**src/rtl/seg_display_driver.sv**
```systemverilog
// seg_display_driver
// Converts a 12-bit binary value to four BCD digits with a sequential
// double-dabble engine (one shift per clock) and scans the result onto a
// 4-digit multiplexed common-anode 7-segment display with leading-zero
// blanking and a fixed decimal point.
module seg_display_driver #(
   parameter int REFRESH_DIV = 100000,
   parameter bit DP_EN       = 1'b1,
   parameter int DP_DIGIT    = 2,
   parameter bit LZ_BLANK    = 1'b1
) (
   input  logic        clk,
   input  logic        rst_n,
   input  logic [11:0] value,
   input  logic        blank,
   output logic [3:0]  an,
   output logic [6:0]  seg,
   output logic        dp,
   output logic [15:0] bcd,
   output logic        busy
);

   localparam int              CNT_W    = (REFRESH_DIV > 2) ? $clog2(REFRESH_DIV) : 1;
   localparam logic [CNT_W-1:0] CNT_LAST = CNT_W'(REFRESH_DIV - 1);
   localparam logic [CNT_W-1:0] CNT_ONE  = CNT_W'(1);
   localparam logic [1:0]       DP_IDX   = 2'(DP_DIGIT);

   typedef enum logic {IDLE, SHIFT} state_t;

   // Double-dabble correction: add 3 to every nibble that is 5 or more so
   // the following left shift carries correctly into the next decade.
   function automatic logic [15:0] dabble_adj(input logic [15:0] s);
      logic [15:0] r;
      for (int i = 0; i < 4; i++) begin
         r[i*4 +: 4] = (s[i*4 +: 4] >= 4'd5) ? s[i*4 +: 4] + 4'd3 : s[i*4 +: 4];
      end
      return r;
   endfunction

   // Active-low {g,f,e,d,c,b,a} pattern for one decimal digit.
   function automatic logic [6:0] seg_encode(input logic [3:0] d);
      logic [6:0] r;
      case (d)
         4'd0:    r = 7'b1000000;
         4'd1:    r = 7'b1111001;
         4'd2:    r = 7'b0100100;
         4'd3:    r = 7'b0110000;
         4'd4:    r = 7'b0011001;
         4'd5:    r = 7'b0010010;
         4'd6:    r = 7'b0000010;
         4'd7:    r = 7'b1111000;
         4'd8:    r = 7'b0000000;
         4'd9:    r = 7'b0010000;
         default: r = 7'b1111111;
      endcase
      return r;
   endfunction

   // Control state
   state_t            state_q, state_d;
   logic              busy_q, busy_d;
   logic              pend_q, pend_d;
   logic [3:0]        count_q, count_d;
   logic [15:0]       bcd_q, bcd_d;
   logic [CNT_W-1:0]  cnt_q, cnt_d;
   logic [1:0]        idx_q, idx_d;
   logic [3:0]        an_q, an_d;
   logic [6:0]        seg_q, seg_d;
   logic              dp_q, dp_d;

   // Conversion datapath
   logic [11:0]       shift_q;
   logic [15:0]       scratch_q;
   logic [11:0]       last_value_q;
   logic [27:0]       step;
   logic              load, do_shift;

   // One double-dabble step: correct the scratch nibbles, then shift the
   // whole {scratch, shift register} pair left by one.
   always_comb begin
      step = {dabble_adj(scratch_q), shift_q} << 1;
   end

   // Conversion FSM: next state, busy flag and result write-back.
   always_comb begin
      state_d  = state_q;
      busy_d   = busy_q;
      pend_d   = pend_q;
      count_d  = count_q;
      bcd_d    = bcd_q;
      load     = 1'b0;
      do_shift = 1'b0;
      case (state_q)
         IDLE: begin
            if (pend_q || (value != last_value_q)) begin
               load    = 1'b1;
               pend_d  = 1'b0;
               busy_d  = 1'b1;
               count_d = 4'd0;
               state_d = SHIFT;
            end
         end
         SHIFT: begin
            do_shift = 1'b1;
            count_d  = count_q + 4'd1;
            // The 12th shift result goes straight to the visible register.
            if (count_q == 4'd11) begin
               bcd_d   = step[27:12];
               busy_d  = 1'b0;
               state_d = IDLE;
            end
         end
         default: state_d = IDLE;
      endcase
   end

   // Conversion control registers.
   always_ff @(posedge clk or negedge rst_n) begin
      if (!rst_n) begin
         state_q <= IDLE;
         busy_q  <= 1'b0;
         pend_q  <= 1'b1;
         count_q <= 4'd0;
         bcd_q   <= 16'h0000;
      end else begin
         state_q <= state_d;
         busy_q  <= busy_d;
         pend_q  <= pend_d;
         count_q <= count_d;
         bcd_q   <= bcd_d;
      end
   end

   // Shift/scratch registers; only meaningful while the FSM qualifies them.
   always_ff @(posedge clk) begin
      if (load) begin
         shift_q      <= value;
         scratch_q    <= 16'h0000;
         last_value_q <= value;
      end else if (do_shift) begin
         {scratch_q, shift_q} <= step;
      end
   end

   // Refresh counter and digit index: advance one digit per REFRESH_DIV clocks.
   always_comb begin
      cnt_d = cnt_q + CNT_ONE;
      idx_d = idx_q;
      if (cnt_q == CNT_LAST) begin
         cnt_d = '0;
         idx_d = idx_q + 2'd1;
      end
   end

   // Digit outputs for the current index, including leading-zero blanking.
   always_comb begin
      logic [3:0] lz_mask;
      logic       digit_blank;
      logic [3:0] nib;
      lz_mask = 4'b0000;
      for (int k = 1; k < 4; k++) begin
         lz_mask[k] = LZ_BLANK && !(DP_EN && (k <= DP_DIGIT)) &&
                      ((bcd_q >> (4 * k)) == 16'h0000);
      end
      digit_blank = lz_mask[idx_q];
      nib         = bcd_q[{idx_q, 2'b00} +: 4];
      an_d        = (blank || digit_blank) ? 4'b1111 : ~(4'b0001 << idx_q);
      seg_d       = digit_blank ? 7'b1111111 : seg_encode(nib);
      dp_d        = !(DP_EN && (idx_q == DP_IDX) && !digit_blank);
   end

   // Scan registers: display outputs lag the index by one clock.
   always_ff @(posedge clk or negedge rst_n) begin
      if (!rst_n) begin
         cnt_q <= '0;
         idx_q <= 2'd0;
         an_q  <= 4'b1111;
         seg_q <= 7'b1111111;
         dp_q  <= 1'b1;
      end else begin
         cnt_q <= cnt_d;
         idx_q <= idx_d;
         an_q  <= an_d;
         seg_q <= seg_d;
         dp_q  <= dp_d;
      end
   end

   assign an   = an_q;
   assign seg  = seg_q;
   assign dp   = dp_q;
   assign bcd  = bcd_q;
   assign busy = busy_q;

endmodule

```
**config.mk**
```make
export PLATFORM = sky130hd
export DESIGN_NAME = seg_display_driver
export DESIGN_NICKNAME = d
export VERILOG_FILES = /design/src/rtl/seg_display_driver.sv
export SDC_FILE = /design/constraint.sdc
export NUM_CORES = 1
export LEC_CHECK = 0
export BUFFER_PORTS_ARGS = -buffer_cell sky130_fd_sc_hd__buf_2
export CAP_MARGIN = 10
export CORE_ASPECT_RATIO = 0.75
export CORE_MARGIN = 2
export CORE_UTILIZATION = 53
export DETAILED_ROUTE_END_ITERATION = 8
export GPL_TIMING_DRIVEN = 0
export MAX_ROUTING_LAYER = met4
export PLACE_DENSITY = 0.81
export SYNTH_ARGS = -nofsm -noshare
export SYNTH_HDL_FRONTEND = slang
export SYNTH_SLANG_ARGS = --single-unit
```
**constraint.sdc**
```tcl
create_clock -name clk -period 2 [get_ports clk]
set_clock_uncertainty 0.2 [all_clocks]
set_input_delay 0 -clock clk [delete_from_list [all_inputs] [get_ports clk]]
set_output_delay 0 -clock clk [all_outputs]
set_load 0.01 [all_outputs]
```
# After elaboration in Yosys (flattened, before gate mapping)
# Memories as Yosys holds them, arrays and structs flattened.
# Index checks and enable logic that the tools add are counted.
word_totals:
  regBits: 94
  output_inout_bits: 29
  mem_count: 1
  romBits: 112
  inputBits: 15
  elab_cells: 67
op_classes:
  n_eq_ne: 6
  shifts: 2
  bitwise: 2
  reduce_logical: 10
  n_mux: 21
  n_lt_le_gt_ge: 5
  addsub: 7
mem_list:
  columns: ["memory", "words", "width", "read_ports", "rd_clocked_by_memory_dff", "wr", "line", "source"]
  rows:
  - ["(name not given)", 16, 7, 1, 0, 0, "43", "case (d)"]
ops:
  columns: ["cell", "count"]
  rows:
  - ["12-bit 2-to-1 mux", 2]
  - ["4-bit 2-to-1 mux", 5]
  - ["17-bit by 1-bit adder with 17-bit output, second input constant", 1]
  - ["17-bit == test, second input constant", 1]
  - ["17-bit 2-to-1 mux", 1]
  - ["4-bit by 3-bit >= comparator with 1-bit output, second input constant", 4]
  - ["16-bit zero test", 1]
  - ["16-bit by 5-bit variable part select with 4-bit output", 1]
  - ["4-bit by 2-bit adder with 4-bit output, second input constant", 3]
  - ["12-bit inequality test", 1]
  - ["4-bit case mux with 2 select lines", 1]
  - ["1-bit 2-to-1 mux", 7]
  - ["7-bit 2-to-1 mux", 1]
  - ["2-bit AND reduction", 3]
  - ["4-bit by 1-bit adder with 4-bit output, second input constant", 1]
  - ["4-bit == test, second input constant", 1]
  - ["4-bit NOT", 1]
  - ["1-bit case mux with 2 select lines", 2]
  - ["1-bit by 2-bit << shifter with 4-bit output, first input constant", 1]
  - ["3-bit by 2-bit adder with 3-bit output, second input constant", 1]
  - ["2-bit by 3-bit less-than comparator with 1-bit output, second input constant", 1]
  - ["3-bit 2-to-1 mux", 1]
  - ["2-bit by 1-bit adder with 2-bit output, second input constant", 1]
  - ["1-bit binary-select mux with 2-bit select", 1]
  - ["8 further kinds", 10]

# Longest topological paths before layout
# Gate-level depths: netlist of the first run.
logic_depth:
  ltp_word: 6
  ltp_mapped: 7
  mapped_depth_nobuf: 6

# Worst setup path before layout of the first run
# Ideal clock, no wire load.
synth_path:
  kind: "register to register"
  start: "register last_value_q[2]"
  end: "register shift_q[10] (data pin)"
  path_stages_with_launch: 6
  t_required_ns: 1.540
  setup_time_ns: 0.260
  slack_ns: -0.060
  period_less_slack_ns: 2.060
  path_buffers: 1
  arrival_ns: 1.600
  path_cell_list: "edfxtp_1 xor2_1 nor4_2 a41oi_2 buf_6 mux2_4"
synth_via:
  elab_chain_len: 5
synth_rtl:
  columns: ["element", "line", "source"]
  rows:
  - ["start, declared", "74", "logic [11:0] last_value_q;"]
  - ["start signal, assigned", "139", "last_value_q <= value;"]
  - ["12-bit inequality test", "95", "if (pend_q || (value != last_value_q)) begin"]
  - ["1-bit logical OR", "95", null]
  - ["1-bit 2-to-1 mux", "95", null]
  - ["1-bit 2-to-1 mux", "93", "case (state_q)"]
  - ["net load", "76", "logic load, do_shift;"]
  - ["12-bit 2-to-1 mux", "136", "if (load) begin"]
  - ["end signal, assigned", "137", "shift_q <= value;"]
  - ["end signal, assigned", "141", "{scratch_q, shift_q} <= step;"]
  - ["end, declared", "72", "logic [11:0] shift_q;"]
# The timed path passes the listed nets, and every way through them passes these cells.
# A chain may end at the register's enable or synchronous reset.

# Worst setup path after layout of the first run
layout_path:
  start: "register last_value_q[2]"
  end: "register shift_q[9] (data pin)"
# Same word-level chain as after synthesis.

==> flow_summary.toml, run 1 <==
[run_status]
status = "finished with violations"
failed_checks = "setup timing"

[grt]
grt_pass1_vias = 2859
overflow = 0
grtUsageTotal = 0.218
grt_max_degree = 55
grt_pass1_wl_um = 14200
grt_antenna_before_repair = 0

[min_path]
whs_endpoint = "last_value_q[5]"
hp-start = "value[5]"
hold_class = "in2reg"
holdPathStages = 2

[power]
swShare = 0.370
clkPwrFrac = 0.156
comb_power_share = 0.410
intPower_w = 0.00442
power_frac_seq = 0.434
power.density_nw_per_um2 = 1300
peakVddDrop_uv = 742
power_switching_w = 0.00260
p_leak_nw = 2.28

[cells_and_area]
area_growth_pct = 23.4
stdcell_area_sq_um = 5400
fillers = 521
fin_util = 0.679
drive_gt1_frac = 0.309
finalNetCount = 499
diodes = 0

[placed_design]
place_area_sq_um = 4720
hpwlAfterDp_um = 6030
gp_congestion = 0.864
io_buffer_count = 43

[logic_synthesis]
synth_top_family_by_area = "simple AND/OR/NAND/NOR gates"
synthesis.instances = 375
synth_compound_area_frac = 0.0889
yosys.area_share.simple = 0.136
synth_fa_ha_area_frac = 0.0543
syn_area_sq_um = 4380
synth_seq_cells = 94
syn_nets = 409
synth-async-reset-ratio = 0.574
syn_avg_cell_area_sq_um = 11.7
synth-main-ff-cell = "dfrtp_1"
synthMuxAreaShare = 0.0792
synthXorXnorAreaFrac = 0.0620
yosysWarnings = 0
seq_area_frac_synth = 0.550
synth_edf_count = 24
netlist-cell-type-count = 48

[critical_path]
end_kind = "flop"
path_max_fanout = 10
critPathKind = "reg2reg"
critPathArrivalTime_ns = 2.03
cp.required_ns = 1.91
r2r_start = "last_value_q[2]"
reg2reg_slack_ns = -0.12
reg2regPathDepth = 5
rr_endpoint = "shift_q[9]"
start_kind = "flop"

[sta]
slew_headroom = 0.655
fmax_ghz = 0.472
worst_slack_ns = -0.120
worstMarginPinSlew_ns = 0.517
period_needed_ns = 2.12
rsz0062_at_grt = "true"
slew_violations = 0
setup_viol = 37
timing.final.crit_share = 1.06
hold_viol = 0

[clock_network]
tritoncts = "done"
cts_max_level = 3
clockRootBuffer = "clkbuf_8"
clk_path_buf_depth = 2
numCtsBuffers = 9
clock_sinks = 94
clk_latency_ns = 0.35
clk_pin_slew_ns = 0.09

[die]
die_width_um = 109
start_util = 0.550
num_rows = 28
die_h_um = 82.7
core_area_sq_um = 7950
boundaryPins = 44
die_area_sq_um = 9010

[drt]
drt-initial-drc-count = 271
firstDrtPassIters = 5
vias = 3186
wirelength_um = 9710
ant_nets = 0
avgViaCountPerCell = 5.54
route.detailed.drc = 0
wl_per_cell_um = 16.9

[job]
maxCapViolations = 0
## logic make-up (layout without fill, tap and decap cells)
group | after synthesis | in the layout
and+or+nand+nor | 111 | 112
DFF | 94 | 94
xor gates and xnor gates | 31 | 31
AOI/OAI and AO/OA | 66 | 66
buffers and inverters | 29 | 123
muxes | 25 | 25
adders and majority gates | 19 | 19
## state kept, by name, indices dropped and copies added (netlist names)
| name | cells |
|---|---|
| busy | 1 |
| count_q | 4 |
| cnt_q | 17 |
| seg | 7 |
| idx_q | 2 |
| bcd | 16 |
| dp | 1 |
| shift_q | 12 |
| last_value_q | 12 |
| state_q | 1 |
| pend_q | 1 |
| scratch_q | 16 |
| an | 4 |
## repair_timing
item | CTS | global route
endpoints found under the hold margin | 69 | 8
setup buffers | 4 | 13
hold buffers | 14 | 1
cloned | 1 | 2
pin swaps | 3 | 7
endpoints found under the setup margin | 72 | 81
resized for setup | 13 | 37
## how the worst max path moves through the flow
stage | startpoint | end | slack (ns) | cells past startpoint
2_1_floorplan | last_value_q[11] | shift_q[10] | -0.04 | 5
3_3_place_gp | last_value_q[7] | shift_q[9] | -0.35 | 5
3_5_place_dp | last_value_q[7] | shift_q[9] | -0.38 | 5
4_1_cts | last_value_q[9] | shift_q[9] | -0.07 | 6
5_1_grt | last_value_q[9] | shift_q[9] | -0.16 | 6
6_report | last_value_q[2] | shift_q[9] | -0.12 | 5
## final cells by class
type	count	area (sq um)	share of cell area
sequential	94	2410	0.446
multi-input combinational	253	1970	0.365
timing repair buffer	78	557	0.103
tap	105	131	0.0243
clock buffer	10	128	0.0236
buffer	13	101	0.0188
inverter	16	65.1	0.0120
clock inverter	6	38.8	0.00718
## synth_stat cells (all sizes together) (5+ instances only)
cell type,number,share of area
mux2i,5,0.011
edfxtp,24,0.16
dfxtp,16,0.073
nand2,46,0.039
a21oi,18,0.021
dfstp,13,0.078
xnor2,15,0.030
inv,16,0.014
xor2,16,0.032
mux2,16,0.047
clkbuf,9,0.0077
nor3b,6,0.010
o21ai,25,0.029
dfrtp,41,0.23
o22ai,12,0.017
ha,19,0.054
nand2b,8,0.011
nor2,12,0.010
nand3,8,0.0091
## stage by stage
stage	hold slack [ns]	setup TNS, ns	cells	setup WS (ns)	total power, W
after floorplan	-0.496	-0.276	375	-0.0395	0.00469
after global placement	0.0132	-7.22	523	-0.352	0.00533
after detailed placement	0.0186	-10.08	523	-0.378	0.00547
after CTS	0.183	-1.16	558	-0.0747	0.00668
after global routing	0.184	-5.19	575	-0.156	0.00744
final	0.193	-2.99	575	-0.120	0.00702
## critical path, stage by stage, from the launching register on
cell      delay, ns
edfxtp_1       0.39
xor2_1         0.21
nor4_4         0.39
a41oi_4        0.19
buf_12         0.19
mux2_4         0.30
## cells in the final DEF (no fill, tap or decap), types with 3 or more instances in the layout
cell type / instances
nand2_1: 45
buf_2: 43
dfrtp_1: 41
edfxtp_1: 24
buf_4: 18
ha_1: 17
xor2_1: 16
a21oi_1: 16
o21ai_0: 16
dfxtp_1: 16
xnor2_1: 15
dlygate4sd3_1: 15
inv_1: 13
dfstp_2: 13
nor2_1: 11
o22ai_1: 11
mux2_2: 9
clkbuf_8: 9
nand3_1: 8
mux2_4: 7
o21ai_1: 7
nand2b_1: 7
clkbuf_1: 6
nor3b_1: 6
buf_6: 5
mux4_2: 4
and2_1: 4
o2bb2ai_1: 4
clkinvlp_4: 4
nor4_4: 3
or3_1: 3
nand4_1: 3
mux2i_1: 3
## routing by layer
metal / track usage / wire [um] / part of all wire / vias up
met5: - / 0 / 0 / -
met4: 0.0628 / 137 / 0.014 / 0
met3: 0.0557 / 551 / 0.057 / 12
li1: - / - / - / 1500
met2: 0.340 / 4660 / 0.48 / 100
met1: 0.284 / 4370 / 0.45 / 1574
## power by group through the flow
stage	Clock (W)	Sequential, W	Combinational [W]
after floorplan	0	0.00306	0.00162
after global placement	0	0.00302	0.00230
after detailed placement	0	0.00306	0.00242
after CTS	0.00111	0.00302	0.00255
after global routing	0.00120	0.00310	0.00314
final	0.00109	0.00305	0.00288
Note: power is estimated with default switching activity, not from simulation.
==> inputs of run 2 (changes only) <==
--- a/config.mk
+++ b/config.mk
@@ -10,10 +10,11 @@
 export CORE_ASPECT_RATIO = 0.75
 export CORE_MARGIN = 2
 export CORE_UTILIZATION = 53
+export CTS_BUF_LIST = sky130_fd_sc_hd__clkbuf_8 sky130_fd_sc_hd__clkbuf_16
 export DETAILED_ROUTE_END_ITERATION = 8
 export GPL_TIMING_DRIVEN = 0
 export MAX_ROUTING_LAYER = met4
-export PLACE_DENSITY = 0.81
+export PLACE_DENSITY = 0.76
 export SYNTH_ARGS = -nofsm -noshare
 export SYNTH_HDL_FRONTEND = slang
 export SYNTH_SLANG_ARGS = --single-unit
==> run 2 against run 1 <==
Net effect:
- the run still ends with setup timing left
- count of clock-buffer cells in the layout down 1
- core utilization up 1.1 points
- clock power up 15%
- total power up 3.7%
- via count about the same
- largest power group unchanged
- register-to-register slack about the same
- worst hold slack worse by 0.015 ns
- largest cell class unchanged
==> flow_summary.toml, run 2 (synthesized netlist as in run 1, its figures left out) <==
[drt]
ant_nets = 0
avgViaCountPerCell = 5.57
wirelength_um = 9840
drt-initial-drc-count = 248
firstDrtPassIters = 4
route.detailed.drc = 0
wl_per_cell_um = 17.2
vias = 3187

[power]
intPower_w = 0.00462
swShare = 0.365
p_leak_nw = 2.32
peakVddDrop_uv = 743
power_frac_seq = 0.420
comb_power_share = 0.407
power_switching_w = 0.00265
power.density_nw_per_um2 = 1320
clkPwrFrac = 0.172

[critical_path]
critPathArrivalTime_ns = 2.04
r2r_start = "last_value_q[9]"
cp_num_buf_inv = 2
reg2regPathDepth = 6
start_kind = "flop"
rr_endpoint = "shift_q[4]"
cpPeakStageDelay_ns = 0.42
cp.required_ns = 1.92
reg2reg_slack_ns = -0.12
path_max_fanout = 9
crit_chain = "xor2_2, nor4_4, buf_4, a41oi_4, buf_12, mux2_4"
slowest_stage = "edfxtp_1"
path_delay_family = "flip-flops"
critPathKind = "reg2reg"
end_kind = "flop"

[cells_and_area]
area_growth_pct = 25.5
drive_gt1_frac = 0.323
largest_reg_flops = 17
stdcell_area_sq_um = 5490
fillers = 515
final_cell_mix = "nand2_1 (46), buf_2 (44), dfrtp_1 (41)"
final_cells = 572
diodes = 0
final_common_cell = "nand2_1"
fin_util = 0.691
top_register = "cnt_q"
finalNetCount = 496

[sta]
rsz0062_at_grt = "true"
hold_viol = 0
period_needed_ns = 2.12
fmax_ghz = 0.471
slew_violations = 0
timing.final.crit_share = 1.06
worstMarginPinSlew_ns = 0.659
slew_headroom = 0.561
setup_viol = 38
worst_slack_ns = -0.122

[min_path]
hp-start = "blank"
holdPathStages = 3
hold_class = "in2reg"
whs_endpoint = "an[2]"

[die]
die_width_um = 109
num_rows = 28
start_util = 0.550
die_h_um = 82.7
boundaryPins = 44
die_area_sq_um = 9010
core_area_sq_um = 7950

[clock_network]
numCtsBuffers = 9
tritoncts = "done"
clockRootBuffer = "clkbuf_8"
clk_pin_slew_ns = 0.09
clk_latency_ns = 0.36
clk_path_buf_depth = 2
cts_max_level = 3
clock_sinks = 94

[placed_design]
hpwlAfterDp_um = 6090
place_ws_ns = -0.431
placed_cells = 523
gp_congestion = 0.884
place_area_sq_um = 4720
io_buffer_count = 43

[run_status]
status = "finished with violations"
failed_checks = "setup timing"

[grt]
grtUsageTotal = 0.218
grt_antenna_before_repair = 0
overflow = 0
grt_max_degree = 55
grt_pass1_vias = 2884
grt_pass1_wl_um = 14300

[job]
maxCapViolations = 0
==> run 2: tightest hold or removal path, stage by stage <==
cell and delay (ns):
dlygate4sd3_1 0.52, buf_2 0.11, or2_1 0.09
==> run 2: power groups by stage <==
stage               clock (W)  sequential [W]  combinational [W]
floorplan                   0         0.00306            0.00162
global placement            0         0.00303            0.00230
detailed placement          0         0.00307            0.00240
CTS                   0.00127         0.00303            0.00254
global route          0.00134         0.00312            0.00323
finish                0.00125         0.00306            0.00296
==> run 2: final cells by class <==
| type | instances | area (sq um) | share of cell area |
|---|---|---|---|
| buffer | 13 | 105 | 0.0191 |
| clock buffer | 9 | 124 | 0.0226 |
| clock inverter | 7 | 72.6 | 0.0132 |
| inverter | 16 | 62.6 | 0.0114 |
| multi-input combinational | 253 | 2040 | 0.371 |
| sequential | 94 | 2410 | 0.439 |
| tap | 105 | 131 | 0.0239 |
| timing repair buffer | 75 | 549 | 0.100 |
==> run 2: worst max path at each step <==
stage | startpoint | end | slack (ns) | cells after the start
after floorplan | last_value_q[11] | shift_q[10] | -0.04 | 5
after global placement | last_value_q[7] | shift_q[9] | -0.35 | 5
after detailed placement | last_value_q[8] | shift_q[8] | -0.43 | 5
after CTS | last_value_q[9] | shift_q[8] | -0.12 | 6
after global routing | last_value_q[9] | shift_q[4] | -0.20 | 6
final | last_value_q[9] | shift_q[4] | -0.12 | 6
==> run 2: what timing repair did <==
item / in CTS / in global routing
gates resized for setup: 16 / 41
endpoints found under the hold margin: 69 / 2
endpoints found under the setup margin: 72 / 80
hold buffers: 14 / 1
pin swaps: 2 / 7
gates cloned: 2 / 2
buffers inserted: 6 / 7
==> run 2: metrics by stage <==
step	total power (W)	TNS [ns]	hold WS, ns
3_3_place_gp	0.00533	-7.46	0.0124
2_1_floorplan	0.00469	-0.276	-0.496
3_5_place_dp	0.00547	-12.13	0.0153
5_1_grt	0.00768	-5.49	0.204
4_1_cts	0.00684	-2.22	0.177
6_report	0.00728	-2.57	0.178
==> run 2: routing by layer <==
| metal | part of all wire | global-route usage | vias to the layer above |
|---|---|---|---|
| met3 | 0.048 | 0.0471 | 11 |
| met4 | 0.011 | 0.0487 | 0 |
| met5 | 0 | - | - |
| li1 | - | - | 1508 |
| met1 | 0.47 | 0.299 | 1597 |
| met2 | 0.47 | 0.335 | 71 |
